### config.mk
export PLATFORM = sky130hd
export DESIGN_NAME = regbank_sequencer
export DESIGN_NICKNAME = d
export VERILOG_FILES = /design/src/rtl/regbank_sequencer.sv
export SDC_FILE = /design/constraint.sdc
export NUM_CORES = 1
export LEC_CHECK = 0
export CAP_MARGIN = 20
export CORE_UTILIZATION = 30
export CTS_CLUSTER_SIZE = 24
export DETAILED_ROUTE_END_ITERATION = 7
export DONT_BUFFER_PORTS = 1
export MAX_ROUTING_LAYER = met4
export PLACE_DENSITY = 0.42
export SYNTH_ARGS = -nofsm -noshare
export SYNTH_HDL_FRONTEND = slang
export SYNTH_SLANG_ARGS = --single-unit
export TNS_END_PERCENT = 5
### constraint.sdc
create_clock -name clock -period 1.8 [get_ports clock]
set_clock_uncertainty 0.15 [all_clocks]
set_input_delay 0.27 -clock clock [delete_from_list [all_inputs] [get_ports clock]]
set_output_delay 0.27 -clock clock [all_outputs]
set_load 0.005 [all_outputs]
### src/rtl/regbank_sequencer.sv
// regbank_sequencer: write-port scheduler for the register bank.
// Arbitrates sp_init > irq > load > alu and turns each granted request into a
// registered enable/control/dest command. A load is split into a capture slot
// (control 3) and a commit slot (control 5) LOAD_LATENCY cycles later.
// Optional feature macro: REGBANK_SEQ_HAZARD_EN enables the load-use
// hazard_stall comparator; when undefined hazard_stall is tied to 0.
module regbank_sequencer #(
    parameter int LOAD_LATENCY    = 1,
    parameter int REG_INDEX_WIDTH = 4
) (
    input  logic                       clock,
    input  logic                       reset,
    input  logic                       step,
    input  logic                       sp_init_req,
    output logic                       sp_init_ready,
    input  logic                       irq_req,
    output logic                       irq_ready,
    input  logic                       load_req,
    input  logic [REG_INDEX_WIDTH-1:0] load_dest,
    output logic                       load_ready,
    input  logic                       alu_req,
    input  logic [REG_INDEX_WIDTH-1:0] alu_dest,
    output logic                       alu_ready,
    input  logic [REG_INDEX_WIDTH-1:0] src_A,
    input  logic [REG_INDEX_WIDTH-1:0] src_B,
    output logic                       bank_enable,
    output logic [2:0]                 bank_control,
    output logic [REG_INDEX_WIDTH-1:0] bank_dest,
    output logic                       load_pending,
    output logic                       hazard_stall
);

    typedef enum logic [1:0] {IDLE, LOAD_WAIT, LOAD_COMMIT} state_t;

    localparam logic [3:0] CNT_INIT        = 4'(LOAD_LATENCY - 1);
    localparam logic [2:0] CTL_NONE        = 3'd0;
    localparam logic [2:0] CTL_ALU         = 3'd1;
    localparam logic [2:0] CTL_SP_INIT     = 3'd2;
    localparam logic [2:0] CTL_LOAD_CAP    = 3'd3;
    localparam logic [2:0] CTL_IRQ         = 3'd4;
    localparam logic [2:0] CTL_LOAD_COMMIT = 3'd5;

    state_t                       state_q, state_d;
    logic [3:0]                   cnt_q, cnt_d;
    logic [REG_INDEX_WIDTH-1:0]   pend_dest_q, pend_dest_d;
    logic                         enable_q, enable_d;
    logic [2:0]                   control_q, control_d;
    logic [REG_INDEX_WIDTH-1:0]   dest_q, dest_d;
    logic                         pending_q, pending_d;

    logic in_idle, in_wait;
    logic sp_xfer, irq_xfer, load_xfer, alu_xfer;

    // Handshake: each *_req is a single-cycle strobe; a transfer happens at a
    // posedge where req && ready. Readies are combinational from the current
    // state and higher-priority requests, so at most one transfer per cycle;
    // a requester that sees ready low must re-present its request.
    assign in_idle       = (state_q == IDLE);
    assign in_wait       = (state_q == LOAD_WAIT);
    assign sp_init_ready = in_idle;
    assign irq_ready     = in_idle && !sp_init_req;
    assign load_ready    = in_idle && !sp_init_req && !irq_req;
    assign alu_ready     = (in_idle && !sp_init_req && !irq_req && !load_req)
                         || (in_wait && (alu_dest != pend_dest_q));

    assign sp_xfer   = sp_init_req && sp_init_ready;
    assign irq_xfer  = irq_req && irq_ready;
    assign load_xfer = load_req && load_ready;
    assign alu_xfer  = alu_req && alu_ready;

    // Next-state and next bank command for the slot that starts at the next posedge.
    always_comb begin
        state_d     = state_q;
        cnt_d       = cnt_q;
        pend_dest_d = pend_dest_q;
        enable_d    = step;
        control_d   = CTL_NONE;
        dest_d      = '0;
        case (state_q)
            IDLE: begin
                if (sp_xfer) begin
                    enable_d  = 1'b1;
                    control_d = CTL_SP_INIT;
                end else if (irq_xfer) begin
                    enable_d  = 1'b1;
                    control_d = CTL_IRQ;
                end else if (load_xfer) begin
                    enable_d    = 1'b1;
                    control_d   = CTL_LOAD_CAP;
                    dest_d      = load_dest;
                    pend_dest_d = load_dest;
                    cnt_d       = CNT_INIT;
                    state_d     = (LOAD_LATENCY == 1) ? LOAD_COMMIT : LOAD_WAIT;
                end else if (alu_xfer) begin
                    enable_d  = 1'b1;
                    control_d = CTL_ALU;
                    dest_d    = alu_dest;
                end
            end
            LOAD_WAIT: begin
                if (alu_xfer) begin
                    enable_d  = 1'b1;
                    control_d = CTL_ALU;
                    dest_d    = alu_dest;
                end
                cnt_d = cnt_q - 4'd1;
                if (cnt_q == 4'd1) begin
                    state_d = LOAD_COMMIT;
                end
            end
            LOAD_COMMIT: begin
                enable_d  = 1'b1;
                control_d = CTL_LOAD_COMMIT;
                dest_d    = pend_dest_q;
                cnt_d     = 4'd0;
                state_d   = IDLE;
            end
            default: begin
                state_d = IDLE;
            end
        endcase
        // Pending covers the capture slot through the commit slot inclusive.
        pending_d = (state_d != IDLE) || (state_q == LOAD_COMMIT);
    end

    // State and registered bank command; reset abandons any in-flight load.
    always_ff @(posedge clock or posedge reset) begin
        if (reset) begin
            state_q     <= IDLE;
            cnt_q       <= 4'd0;
            pend_dest_q <= '0;
            enable_q    <= 1'b0;
            control_q   <= CTL_NONE;
            dest_q      <= '0;
            pending_q   <= 1'b0;
        end else begin
            state_q     <= state_d;
            cnt_q       <= cnt_d;
            pend_dest_q <= pend_dest_d;
            enable_q    <= enable_d;
            control_q   <= control_d;
            dest_q      <= dest_d;
            pending_q   <= pending_d;
        end
    end

    assign bank_enable  = enable_q;
    assign bank_control = control_q;
    assign bank_dest    = dest_q;
    assign load_pending = pending_q;

`ifdef REGBANK_SEQ_HAZARD_EN
    assign hazard_stall = pending_q && ((src_A == pend_dest_q) || (src_B == pend_dest_q));
`else
    logic unused_src;
    assign unused_src   = ^{src_A, src_B};
    assign hazard_stall = 1'b0;
`endif

endmodule

==> results of run 1 <==
[metrics by stage]
stage	hold slack (ns)	worst slack [ns]	utilization (%)	area, um2
6_report	0.0146	-0.00712	42.5	1320
5_1_grt	0.0148	-0.0729	42.5	1320
2_1_floorplan	0.0711	0.183	-	1000
3_5_place_dp	-0.0441	0.0947	35.2	1090
3_3_place_gp	-0.0511	0.103	35.2	1090
4_1_cts	0.00368	-0.0589	40.9	1270
[critical path: cells and delay by family, from the launching register on]
kind | cells | cell delay, ns
compound gates | 1 | 0.14
flops | 1 | 0.43
xor+xnor | 1 | 0.19
simple gates | 1 | 0.33
[logic make-up after synthesis]
group | after synthesis | synth area share, %
AND/OR/NAND/NOR | 28 | 17.4
AO/OA/AOI/OAI | 24 | 16.9
flip-flops | 19 | 47.4
buffers and inverters | 14 | 5.62
XOR/XNOR | 5 | 4.37
multiplexers | 5 | 5.49
adder cells (fa/ha/maj) | 2 | 2.50
other | 1 | 0.374
[worst max path at each step]
stage	slack [ns]	endpoint
finish	-0.007	alu_ready
global route	-0.07	alu_ready
CTS	-0.06	alu_ready
detailed placement	0.09	bank_dest[0]$_DFF_PP0_
global placement	0.10	bank_dest[0]$_DFF_PP0_
floorplan	0.18	bank_dest[0]$_DFF_PP0_
[layout make-up]
class / instances / share of cell area [%]
sequential: 19 / 36.1
multi-input combinational: 65 / 39.3
inverter: 10 / 2.85
timing repair buffer: 23 / 15.6
clock buffer: 4 / 1.99
tap: 44 / 4.18
[cell usage in the layout (no fill, tap or decap), types with 2 or more instances in the layout]
cell type                       synthesis  routed
sky130_fd_sc_hd__a21oi_1                6       6
sky130_fd_sc_hd__a221o_1                2       2
sky130_fd_sc_hd__a32oi_1                2       2
sky130_fd_sc_hd__and4b_1                2       2
sky130_fd_sc_hd__buf_4                  1      10
sky130_fd_sc_hd__clkbuf_4               0       3
sky130_fd_sc_hd__dfrtp_1               19      19
sky130_fd_sc_hd__dlygate4sd3_1          0      13
sky130_fd_sc_hd__ha_1                   2       2
sky130_fd_sc_hd__inv_1                 10      10
sky130_fd_sc_hd__mux2_2                 4       4
sky130_fd_sc_hd__nand2_1                5       5
sky130_fd_sc_hd__nand2b_1               2       2
sky130_fd_sc_hd__nand3_1                2       2
sky130_fd_sc_hd__nand3b_1               2       2
sky130_fd_sc_hd__nand4b_1               2       2
sky130_fd_sc_hd__nor2_1                 4       4
sky130_fd_sc_hd__o21a_1                 2       2
sky130_fd_sc_hd__o21ai_0                3       2
sky130_fd_sc_hd__o22ai_1                2       2
sky130_fd_sc_hd__o41ai_1                2       2
sky130_fd_sc_hd__or2_2                  2       2
sky130_fd_sc_hd__xor2_2                 0       3
[registers in the layout, summed over array words and instances, names as in the netlist]
register,flops
pend_dest_q,4
bank_control,3
cnt_q,4
bank_dest,4
load_pending,1
bank_enable,1
state_q,2
[per-layer routing]
| layer | up-vias | GRT usage, % |
|---|---|---|
| met5 | - | - |
| met4 | 0 | 5.98 |
| met3 | 2 | 2.81 |
| met2 | 25 | 22.9 |
| met1 | 393 | 18.0 |
| li1 | 392 | - |
[report_power, final]
| group | switching (mW) | leakage, nW | internal (mW) | total (mW) |
|---|---|---|---|---|
| clock network | 0.136 | 0.0150 | 0.0862 | 0.222 |
| logic | 0.0829 | 0.331 | 0.0785 | 0.161 |
| registers | 0.0311 | 0.243 | 0.459 | 0.490 |
[Yosys cell counts]
cell type | n | share of area [%]
sky130_fd_sc_hd__and4b_1 | 2 | 2.0
sky130_fd_sc_hd__o21a_1 | 2 | 1.5
sky130_fd_sc_hd__a32oi_1 | 2 | 1.7
sky130_fd_sc_hd__nor3b_2 | 1 | 1.2
sky130_fd_sc_hd__a221o_1 | 2 | 2.0
sky130_fd_sc_hd__mux2_2 | 4 | 4.5
sky130_fd_sc_hd__a21oi_1 | 6 | 3.0
sky130_fd_sc_hd__mux2i_1 | 1 | 1.0
sky130_fd_sc_hd__inv_1 | 10 | 3.7
sky130_fd_sc_hd__dfrtp_1 | 19 | 47
sky130_fd_sc_hd__o41a_1 | 1 | 1.1
sky130_fd_sc_hd__conb_1 | 1 | 0.37
sky130_fd_sc_hd__nor3_1 | 1 | 0.50
sky130_fd_sc_hd__clkbuf_1 | 3 | 1.1
sky130_fd_sc_hd__a31oi_1 | 1 | 0.62
sky130_fd_sc_hd__xnor2_1 | 1 | 0.87
sky130_fd_sc_hd__o311ai_0 | 1 | 0.87
sky130_fd_sc_hd__nand2b_1 | 2 | 1.2
sky130_fd_sc_hd__ha_1 | 2 | 2.5
sky130_fd_sc_hd__nand3_1 | 2 | 1.0
sky130_fd_sc_hd__and3b_1 | 1 | 0.87
sky130_fd_sc_hd__nand2_1 | 5 | 1.9
sky130_fd_sc_hd__nor4_1 | 2 | 1.2
sky130_fd_sc_hd__or4_1 | 1 | 0.75
sky130_fd_sc_hd__xor2_1 | 4 | 3.5
sky130_fd_sc_hd__o21ai_0 | 3 | 1.5
sky130_fd_sc_hd__o41ai_1 | 2 | 1.7
sky130_fd_sc_hd__nor2_1 | 4 | 1.5
sky130_fd_sc_hd__nand4b_1 | 2 | 1.7
sky130_fd_sc_hd__o21bai_1 | 1 | 0.75
sky130_fd_sc_hd__o22ai_1 | 2 | 1.2
sky130_fd_sc_hd__or2_2 | 2 | 1.2
sky130_fd_sc_hd__nor2b_1 | 1 | 0.62
sky130_fd_sc_hd__buf_4 | 1 | 0.75
sky130_fd_sc_hd__nand3b_1 | 2 | 1.5
sky130_fd_sc_hd__a21o_1 | 1 | 0.75
[timing repair]
item,in CTS,in global routing
setup endpoints to repair,2,2
hold buffers,13,0
endpoints found under the hold margin,30,0
pin swaps,1,4
gates resized for setup,2,6
setup buffers,2,1
==> insert_results.sql, run 1 <==
INSERT INTO impl_metrics (metric_group, metric, value, unit) VALUES
('yosys', 'ys_seq_area_share', '47.4', '%'),
('setup_path', 'cp-startpoint', 'pend_dest_q[1]$_DFFE_PP0P_', ''),
('sta', 'grt_setup_unrepaired', 'yes', ''),
('floorplan', 'die_y', '59.8', 'um'),
('grt', 'grt_usage', '14.5', '%'),
('floorplan', 'floorplan.die.width', '59.8', 'um'),
('floorplan', 'rows', '20', ''),
('sta', 'final.setup.tns', '-0.00712', 'ns'),
('setup_path', 'reg2reg_depth', '3', ''),
('sta', 'timing.final.crit_share', '100', '%'),
('cells_and_area', 'final.fill_count', '322', ''),
('place', 'io_buffers', '0', ''),
('setup_path', 'path_max_fanout', '4', ''),
('pwr', 'power', '0.874', 'mW'),
('setup_path', 'reg2reg_from', 'pend_dest_q[1]$_DFFE_PP0P_', ''),
('setup_path', 'cp.required', '1.38', 'ns'),
('run_status', 'run_status', 'complete, but fails checks', ''),
('routing', 'wirelength', '2340', 'um'),
('routing', 'detailedRoute.firstPassIterationCount', '4', ''),
('hold_path', 'timing.hold.worst.start', 'load_dest[2]', ''),
('job', 'maximum_capacitance_violations', '0', ''),
('setup_path', 'timing.critical_path.from_type', 'register', ''),
('routing', 'avgRoutedWirePerCell', '14.2', 'um'),
('cells_and_area', 'antennaDiodeCount', '0', ''),
('sta', 'final-setup-viol-count', '1', ''),
('yosys', 'synth_area_per_cell', '10.2', 'um2'),
('setup_path', 'r2r_slack', '0.08', 'ns'),
('clock_network', 'cts_max_path_buffers', '2', ''),
('yosys', 'synthesis.yosys.warnings', '0', ''),
('sta', 'setup_ws', '-0.00712', 'ns'),
('grt', 'global_route_wire_length_before_repair', '3660', 'um'),
('hold_path', 'timing.hold.worst.class', 'in2reg', ''),
('routing', 'wl_met2', '1170', 'um'),
('cells_and_area', 'final_cell_count_no_fill', '165', ''),
('yosys', 'yosys_register_bits', '19', ''),
('routing', 'ant_nets', '0', ''),
('cells_and_area', 'seq_area', '475', 'um2'),
('routing', 'route.vias.total', '812', ''),
('setup_path', 'critPathKind', 'reg2out', ''),
('cells_and_area', 'final_nets', '147', ''),
('sta', 'max_freq', '553', 'MHz'),
('setup_path', 'critPathSlowestCell', 'sky130_fd_sc_hd__dfrtp_1', ''),
('run_status', 'violations', 'setup timing', ''),
('floorplan', 'core-area', '3100', 'um2'),
('cells_and_area', 'area_growth_syn_to_layout', '31.5', '%'),
('setup_path', 'timing.critical_path.cells', 'xor2_2 -> nor4_4 -> o21ai_1', ''),
('pwr', 'pwr_density_cell', '663', 'nW/um2'),
('clock_network', 'tritoncts.num_buffers', '3', ''),
('grt', 'first_global_vias', '795', ''),
('routing', 'wl_met3', '87', 'um'),
('cells_and_area', 'final_layout_size_suffix_gt1_share', '21.5', '%'),
('clock_network', 'ctsRootBufferMaster', 'sky130_fd_sc_hd__clkbuf_4', ''),
('sta', 'timing.final.hold_violations', '0', ''),
('grt', 'antenna_found_initial', '0', ''),
('clock_network', 'tritoncts_num_sinks', '19', ''),
('yosys', 'synth.net_count', '123', ''),
('yosys', 'synth.cell_area', '1000', 'um2'),
('place', 'dp_hpwl', '1720', 'um'),
('setup_path', 'regToRegEndpoint', 'bank_dest[0]$_DFF_PP0_', ''),
('grt', 'grt_max_degree', '14', ''),
('yosys', 'netlist_instances', '98', ''),
('hold_path', 'worst_hold_path.endpoint', 'bank_dest[2]$_DFF_PP0_', ''),
('place', 'dpl.cell_count', '145', ''),
('place', 'globalplace.congestion', '0.777', ''),
('floorplan', 'design.portCount', '37', ''),
('setup_path', 'timing.critical_path.slowest_cell_delay', '0.43', 'ns'),
('setup_path', 'worst_ep_arrival_time', '1.39', 'ns'),
('hold_path', 'timing.hold.worst_path_depth', '2', ''),
('clock_network', 'clkTransAtPathRegs', '0.11', 'ns'),
('clock_network', 'worstSkewPairLatency', '0.30', 'ns'),
('routing', 'drtIter0Drc', '18', '');
Note: power is estimated with default switching activity, not from simulation.
==> inputs of run 2 (changes only) <==
--- a/config.mk
+++ b/config.mk
@@ -6,12 +6,14 @@
 export NUM_CORES = 1
 export LEC_CHECK = 0
 export CAP_MARGIN = 20
+export CELL_PAD_IN_SITES_DETAIL_PLACEMENT = 2
+export CELL_PAD_IN_SITES_GLOBAL_PLACEMENT = 2
 export CORE_UTILIZATION = 30
 export CTS_CLUSTER_SIZE = 24
 export DETAILED_ROUTE_END_ITERATION = 7
 export DONT_BUFFER_PORTS = 1
 export MAX_ROUTING_LAYER = met4
-export PLACE_DENSITY = 0.42
+export PLACE_DENSITY = 0.63
 export SYNTH_ARGS = -nofsm -noshare
 export SYNTH_HDL_FRONTEND = slang
 export SYNTH_SLANG_ARGS = --single-unit
==> run 2 against run 1 <==
  * The run still ends with setup timing left
  * Critical path depth stayed put
  * Final cell count is 3.0% lower
  * Wire length is 20% higher
  * Register-to-register slack worse by 0.05 ns
  * Worst setup slack worse by 0.040 ns
  * Power is 0.50% lower
  * Flip-flop and latch count stayed put
  * Global-route usage is 3.3 points higher
  * Maximum frequency is 2.2% lower
  * Die area stayed put
==> insert_results.sql, run 2 (same netlist as run 1, synthesis figures left out) <==
INSERT INTO impl_metrics (metric_group, metric, value, unit) VALUES
('setup_path', 'worstSetupEndpointType', 'primary output', ''),
('clock_network', 'cts_max_path_buffers', '2', ''),
('clock_network', 'clkTransAtPathRegs', '0.12', 'ns'),
('sta', 'tightest_slew', '0.733', 'ns'),
('floorplan', 'floorplan.die.width', '59.8', 'um'),
('cells_and_area', 'layout.cells.most_common_list', 'sky130_fd_sc_hd__dfrtp_1, sky130_fd_sc_hd__dlygate4sd3_1, sky130_fd_sc_hd__inv_1', ''),
('clock_network', 'tritoncts.num_buffers', '3', ''),
('grt', 'grt_overflow_total', '0', ''),
('place', 'dpl.cell_count', '141', ''),
('place', 'globalplace.congestion', '0.742', ''),
('pwr', 'comb_power_share', '18.1', '%'),
('clock_network', 'cts_tree', 'yes', ''),
('cells_and_area', 'final_common_cell', 'sky130_fd_sc_hd__dfrtp_1', ''),
('grt', 'antenna_found_initial', '0', ''),
('setup_path', 'worst_ep_arrival_time', '1.43', 'ns'),
('run_status', 'run_status', 'complete, but fails checks', ''),
('cells_and_area', 'final_cell_count_no_fill', '160', ''),
('clock_network', 'cts-htree-levels', '1', ''),
('setup_path', 'critPathSlowestCell', 'sky130_fd_sc_hd__or4_4', ''),
('floorplan', 'core-area', '3100', 'um2'),
('floorplan', 'rows', '20', ''),
('routing', 'route.vias.total', '810', ''),
('setup_path', 'cp.required', '1.38', 'ns'),
('sta', 'fin_worst_hold_slack', '0.0455', 'ns'),
('floorplan', 'die_y', '59.8', 'um'),
('routing', 'wirelength', '2810', 'um'),
('setup_path', 'timing.critical_path.cells', 'buf_6 -> or4_4 -> inv_2', ''),
('hold_path', 'timing.hold.worst.class', 'in2reg', ''),
('sta', 'timing.final.crit_share', '103', '%'),
('cells_and_area', 'final_layout_size_suffix_gt1_share', '20.7', '%'),
('setup_path', 'timing.critical_path.from_type', 'register', ''),
('cells_and_area', 'final_nets', '142', ''),
('routing', 'vias_per_cell', '5.06', ''),
('setup_path', 'path_buf_inv', '2', ''),
('sta', 'relSlewSlack', '51.1', '%'),
('pwr', 'total_switching_power', '0.253', 'mW'),
('setup_path', 'critPathKind', 'reg2out', ''),
('sta', 'timing.final.crit_period', '1.85', 'ns'),
('grt', 'first_global_vias', '879', ''),
('grt', 'global_route_wire_length_before_repair', '4280', 'um'),
('setup_path', 'critical-path-top-delay-family', 'simple AND/OR/NAND/NOR gates', ''),
('sta', 'setup_ws', '-0.0470', 'ns'),
('grt', 'grt_max_degree', '20', ''),
('job', 'maximum_capacitance_violations', '0', ''),
('routing', 'ant_nets', '0', ''),
('pwr', 'clock_power_share', '25.7', '%'),
('run_status', 'violations', 'setup timing', ''),
('cells_and_area', 'antennaDiodeCount', '0', ''),
('place', 'io_buffers', '0', ''),
('pwr', 'share_seq_of_total_power', '56.2', '%'),
('routing', 'drtIter0Drc', '21', ''),
('floorplan', 'start_util', '32.3', '%'),
('routing', 'detailedRoute.firstPassIterationCount', '5', ''),
('floorplan', 'design.portCount', '37', ''),
('pwr', 'power_leakage', '0.564', 'nW'),
('setup_path', 'timing.critical_path.slowest_cell_delay', '0.50', 'ns'),
('routing', 'drc_violation_count_after_routing', '0', ''),
('routing', 'avgRoutedWirePerCell', '17.5', 'um'),
('place', 'dp_hpwl', '1960', 'um'),
('pwr', 'pwr_density_cell', '689', 'nW/um2'),
('sta', 'grt_setup_unrepaired', 'yes', ''),
('sta', 'timing_max_transition_violations_final', '0', ''),
('clock_network', 'tritoncts_num_sinks', '19', ''),
('grt', 'grt_usage', '17.8', '%'),
('pwr', 'internal-power', '0.616', 'mW'),
('clock_network', 'worstSkewPairLatency', '0.30', 'ns'),
('clock_network', 'ctsRootBufferMaster', 'sky130_fd_sc_hd__clkbuf_4', ''),
('pwr', 'swShare', '29.1', '%'),
('pwr', 'ir_worst_vdd', '305', 'uV'),
('floorplan', 'design.die.area', '3580', 'um2'),
('sta', 'final-setup-viol-count', '2', ''),
('sta', 'max_freq', '541', 'MHz'),
('setup_path', 'path_max_fanout', '11', ''),
('cells_and_area', 'area_growth_syn_to_layout', '26.0', '%'),
('sta', 'timing.final.hold_violations', '0', '');
## run 2: layer usage
metal | up-vias | wire [um] | GRT usage (%)
met3 | 2 | 106 | 3.68
met1 | 399 | 1380 | 23.9
met2 | 21 | 1290 | 25.6
met4 | 0 | 26 | 7.97
met5 | - | 0 | -
li1 | 388 | - | -
## run 2: final cells by class
type	count	area, um2
clock buffers	3	22.5
fillers	352	1840
inverters	10	37.5
repair buffers	18	171
flip-flops and latches	19	475
clock inverters	1	5.00
multi-input cells	65	495
well taps	44	55.1
## run 2: per-stage QoR
step / setup TNS [ns] / power [mW] / setup slack, ns / instance area [um2] / util (%)
global route: -0.268 / 0.922 / -0.139 / 1260 / 40.7
floorplan: 0 / 0.578 / 0.183 / 1000 / -
global placement: 0 / 0.603 / 0.0981 / 1060 / 34.2
finish: -0.0891 / 0.869 / -0.0470 / 1260 / 40.7
detailed placement: 0 / 0.609 / 0.0668 / 1060 / 34.2
CTS: -0.108 / 0.880 / -0.0590 / 1240 / 39.9
## run 2: path summary, 6_finish.rpt
check / from / endpoint / slack (ns) / cells past startpoint
max: state_q[1]$_DFF_PP0_ / load_ready / -0.05 / 3
min: load_dest[3] / bank_dest[3]$_DFF_PP0_ / 0.05 / 2
max reg2reg: pend_dest_q[2]$_DFFE_PP0P_ / bank_dest[0]$_DFF_PP0_ / 0.03 / 3
min reg2reg: cnt_q[3]$_DFFE_PP0P_ / cnt_q[3]$_DFFE_PP0P_ / 0.44 / 2
max in group asynchronous: reset / pend_dest_q[1]$_DFFE_PP0P_ / 0.64 / 2
min in group asynchronous: reset / cnt_q[3]$_DFFE_PP0P_ / 0.39 / 2
## run 2: worst reg2reg max path, cell delays in order (launching register included)
cell                      delay, ns
sky130_fd_sc_hd__dfrtp_1       0.43
sky130_fd_sc_hd__xor2_1        0.21
sky130_fd_sc_hd__o41a_1        0.48
sky130_fd_sc_hd__a221o_1       0.38
## run 2: power by group through the flow
stage,Sequential (mW),Combinational (mW),Clock [mW]
6_report,0.488,0.158,0.224
5_1_grt,0.492,0.172,0.258
4_1_cts,0.487,0.151,0.241
3_5_place_dp,0.497,0.112,0
3_3_place_gp,0.495,0.108,0
2_1_floorplan,0.487,0.0908,0
## run 2: repair_timing
action / CTS / global route
gates resized for setup: 5 / 5
hold buffers: 12 / 1
endpoints found under the hold margin: 29 / 1
endpoints found under the setup margin: 2 / 9
pin swaps: 1 / 2
setup buffers: 2 / 0
==> inputs of run 3 (changes only) <==
--- a/config.mk
+++ b/config.mk
@@ -14,6 +14,7 @@
 export DONT_BUFFER_PORTS = 1
 export MAX_ROUTING_LAYER = met4
 export PLACE_DENSITY = 0.63
+export SKIP_LAST_GASP = 1
 export SYNTH_ARGS = -nofsm -noshare
 export SYNTH_HDL_FRONTEND = slang
 export SYNTH_SLANG_ARGS = --single-unit
==> run 3 against run 2 <==
  * The run still ends with setup timing left
  * Final cell count is the same
  * Combinational power is 3% lower
  * Worst setup slack improved by 0.0042 ns
  * Register-to-register slack worse by 0.03 ns
  * Die area did not move
  * Clock power hardly changed
  * Global-route usage unchanged
  * Critical endpoint unchanged
  * Largest cell class unchanged
==> insert_results.sql, run 3 (same netlist as run 1, synthesis figures left out) <==
INSERT INTO impl_metrics (metric_group, metric, value, unit) VALUES
('run_status', 'run_status', 'complete, but fails checks', ''),
('run_status', 'violations', 'setup timing', ''),
('floorplan', 'rows', '20', ''),
('place', 'globalplace.congestion', '0.742', ''),
('routing', 'route.vias.total', '805', ''),
('floorplan', 'floorplan.die.width', '59.8', 'um'),
('cells_and_area', 'final.fill_count', '353', ''),
('cells_and_area', 'layout.cells.most_common_list', 'sky130_fd_sc_hd__dfrtp_1, sky130_fd_sc_hd__dlygate4sd3_1, sky130_fd_sc_hd__inv_1', ''),
('grt', 'grt_usage', '17.8', '%'),
('place', 'dp_hpwl', '1960', 'um'),
('floorplan', 'core-area', '3100', 'um2'),
('cells_and_area', 'antennaDiodeCount', '0', ''),
('setup_path', 'critical-path-top-delay-family', 'simple AND/OR/NAND/NOR gates', ''),
('sta', 'max_freq', '543', 'MHz'),
('cells_and_area', 'final_nets', '142', ''),
('sta', 'tightest_slew', '0.728', 'ns'),
('grt', 'grt.met2_usage', '25.6', '%'),
('grt', 'grt_use_met1', '23.9', '%'),
('clock_network', 'clkTransAtPathRegs', '0.12', 'ns'),
('sta', 'timing_max_transition_violations_final', '0', ''),
('setup_path', 'timing.critical_path.cells', 'buf_6 -> or4_4 -> inv_2', ''),
('setup_path', 'worstSetupEndpointType', 'primary output', ''),
('clock_network', 'ctsRootBufferMaster', 'sky130_fd_sc_hd__clkbuf_4', ''),
('setup_path', 'critPathKind', 'reg2out', ''),
('place', 'pre_cts_slack', '0.0668', 'ns'),
('floorplan', 'start_util', '32.3', '%'),
('setup_path', 'worst_ep_arrival_time', '1.42', 'ns'),
('routing', 'detailedRoute.firstPassIterationCount', '4', ''),
('sta', 'setup_ws', '-0.0428', 'ns'),
('floorplan', 'die_y', '59.8', 'um'),
('routing', 'drtIter0Drc', '32', ''),
('pwr', 'power', '0.866', 'mW'),
('hold_path', 'timing.hold.worst_path_depth', '2', ''),
('floorplan', 'design.die.area', '3580', 'um2'),
('clock_network', 'worstSkewPairLatency', '0.30', 'ns'),
('cells_and_area', 'final_common_cell', 'sky130_fd_sc_hd__dfrtp_1', ''),
('clock_network', 'tritoncts_num_sinks', '19', ''),
('setup_path', 'timing.critical_path.from_type', 'register', ''),
('grt', 'antenna_found_initial', '0', ''),
('grt', 'grt_overflow_total', '0', ''),
('cells_and_area', 'final_layout_size_suffix_gt1_share', '16.4', '%'),
('setup_path', 'critPathSlowestCell', 'sky130_fd_sc_hd__or4_4', ''),
('setup_path', 'path_buf_inv', '2', ''),
('cells_and_area', 'area_growth_syn_to_layout', '24.5', '%'),
('cells_and_area', 'seq_area', '475', 'um2'),
('cells_and_area', 'area_of_the_multi_input_gates', '480', 'um2'),
('sta', 'final-setup-viol-count', '3', ''),
('clock_network', 'cts_max_path_buffers', '2', ''),
('place', 'io_buffers', '0', ''),
('setup_path', 'cp.required', '1.38', 'ns'),
('job', 'maximum_capacitance_violations', '0', ''),
('routing', 'vias_per_cell', '5.03', ''),
('setup_path', 'timing.critical_path.slowest_cell_delay', '0.50', 'ns'),
('routing', 'avgRoutedWirePerCell', '17.2', 'um'),
('grt', 'most_crowded_layer_gr', 'met2', ''),
('pwr', 'pwr_density_cell', '694', 'nW/um2'),
('sta', 'timing.final.crit_share', '102', '%'),
('setup_path', 'cp.depth', '3', ''),
('floorplan', 'design.portCount', '37', ''),
('clock_network', 'tritoncts.num_buffers', '3', ''),
('pwr', 'power_leakage', '0.561', 'nW'),
('routing', 'ant_nets', '0', ''),
('routing', 'drc_violation_count_after_routing', '0', ''),
('sta', 'grt_setup_unrepaired', 'yes', ''),
('setup_path', 'reg2reg_depth', '5', ''),
('sta', 'timing.final.hold_violations', '0', ''),
('clock_network', 'cts_tree', 'yes', ''),
('sta', 'timing.final.crit_period', '1.84', 'ns'),
('grt', 'first_global_vias', '879', ''),
('clock_network', 'cts-htree-levels', '1', ''),
('sta', 'relSlewSlack', '51.4', '%'),
('setup_path', 'path_max_fanout', '11', ''),
('grt', 'grt_util_met3', '3.68', '%'),
('pwr', 'ir_worst_vdd', '312', 'uV'),
('grt', 'grt_max_degree', '20', ''),
('routing', 'wirelength', '2750', 'um'),
('grt', 'global_route_wire_length_before_repair', '4280', 'um'),
('hold_path', 'timing.hold.worst.class', 'in2reg', '');
==> run 3: cell counts in the layout (fill, tap and decap cells not counted) <==
Identical to the previous run, type by type.
==> run 3: layout make-up <==
cell class,count,share of cell area [%]
Clock buffer,3,1.81
Clock inverter,1,0.401
Sequential cell,19,38.1
Timing Repair Buffer,18,13.7
Multi-Input combinational cell,65,38.5
Tap cell,44,4.41
Inverter,10,3.01
==> run 3: path summary, 6_finish.rpt <==
path / start / endpoint / slack, ns
min in group asynchronous: reset / cnt_q[3]$_DFFE_PP0P_ / 0.39
max: state_q[1]$_DFF_PP0_ / load_ready / -0.04
min: load_dest[3] / bank_dest[3]$_DFF_PP0_ / 0.03
max reg2reg: state_q[1]$_DFF_PP0_ / pend_dest_q[0]$_DFFE_PP0P_ / 0
max in group asynchronous: reset / pend_dest_q[1]$_DFFE_PP0P_ / 0.65
min reg2reg: cnt_q[3]$_DFFE_PP0P_ / cnt_q[3]$_DFFE_PP0P_ / 0.44
==> run 3: power breakdown <==
group / switching [mW] / total [mW] / internal, mW
sequential: 0.0284 / 0.488 / 0.459
combinational: 0.0807 / 0.154 / 0.0728
clock: 0.141 / 0.224 / 0.0828
total: 0.251 / 0.866 / 0.615
==> run 3: what timing repair did <==
action | CTS | global route
hold buffers | 12 | 1
setup buffers | 2 | 0
hold endpoints to repair | 29 | 1
resized for setup | 5 | 0
endpoints found under the setup margin | 2 | 9
pin swaps | 1 | 0
==> run 3: stage by stage <==
| stage | area [um2] | utilization (%) | setup TNS, ns | std cells | hold slack (ns) |
|---|---|---|---|---|---|
| global placement | 1060 | 34.2 | 0 | 141 | 0.167 |
| detailed placement | 1060 | 34.2 | 0 | 141 | 0.183 |
| global route | 1250 | 40.2 | -0.716 | 160 | 0.0618 |
| CTS | 1240 | 39.9 | -0.108 | 159 | 0.00194 |
| floorplan | 1000 | - | 0 | 98 | 0.0711 |
| finish | 1250 | 40.2 | -0.0544 | 160 | 0.0312 |
==> run 3: per-layer routing <==
metal  vias up  wire length [um]
met2        22              1240
met4         0                26
li1        389                 -
met1       392              1350
met5         -                 0
met3         2               128
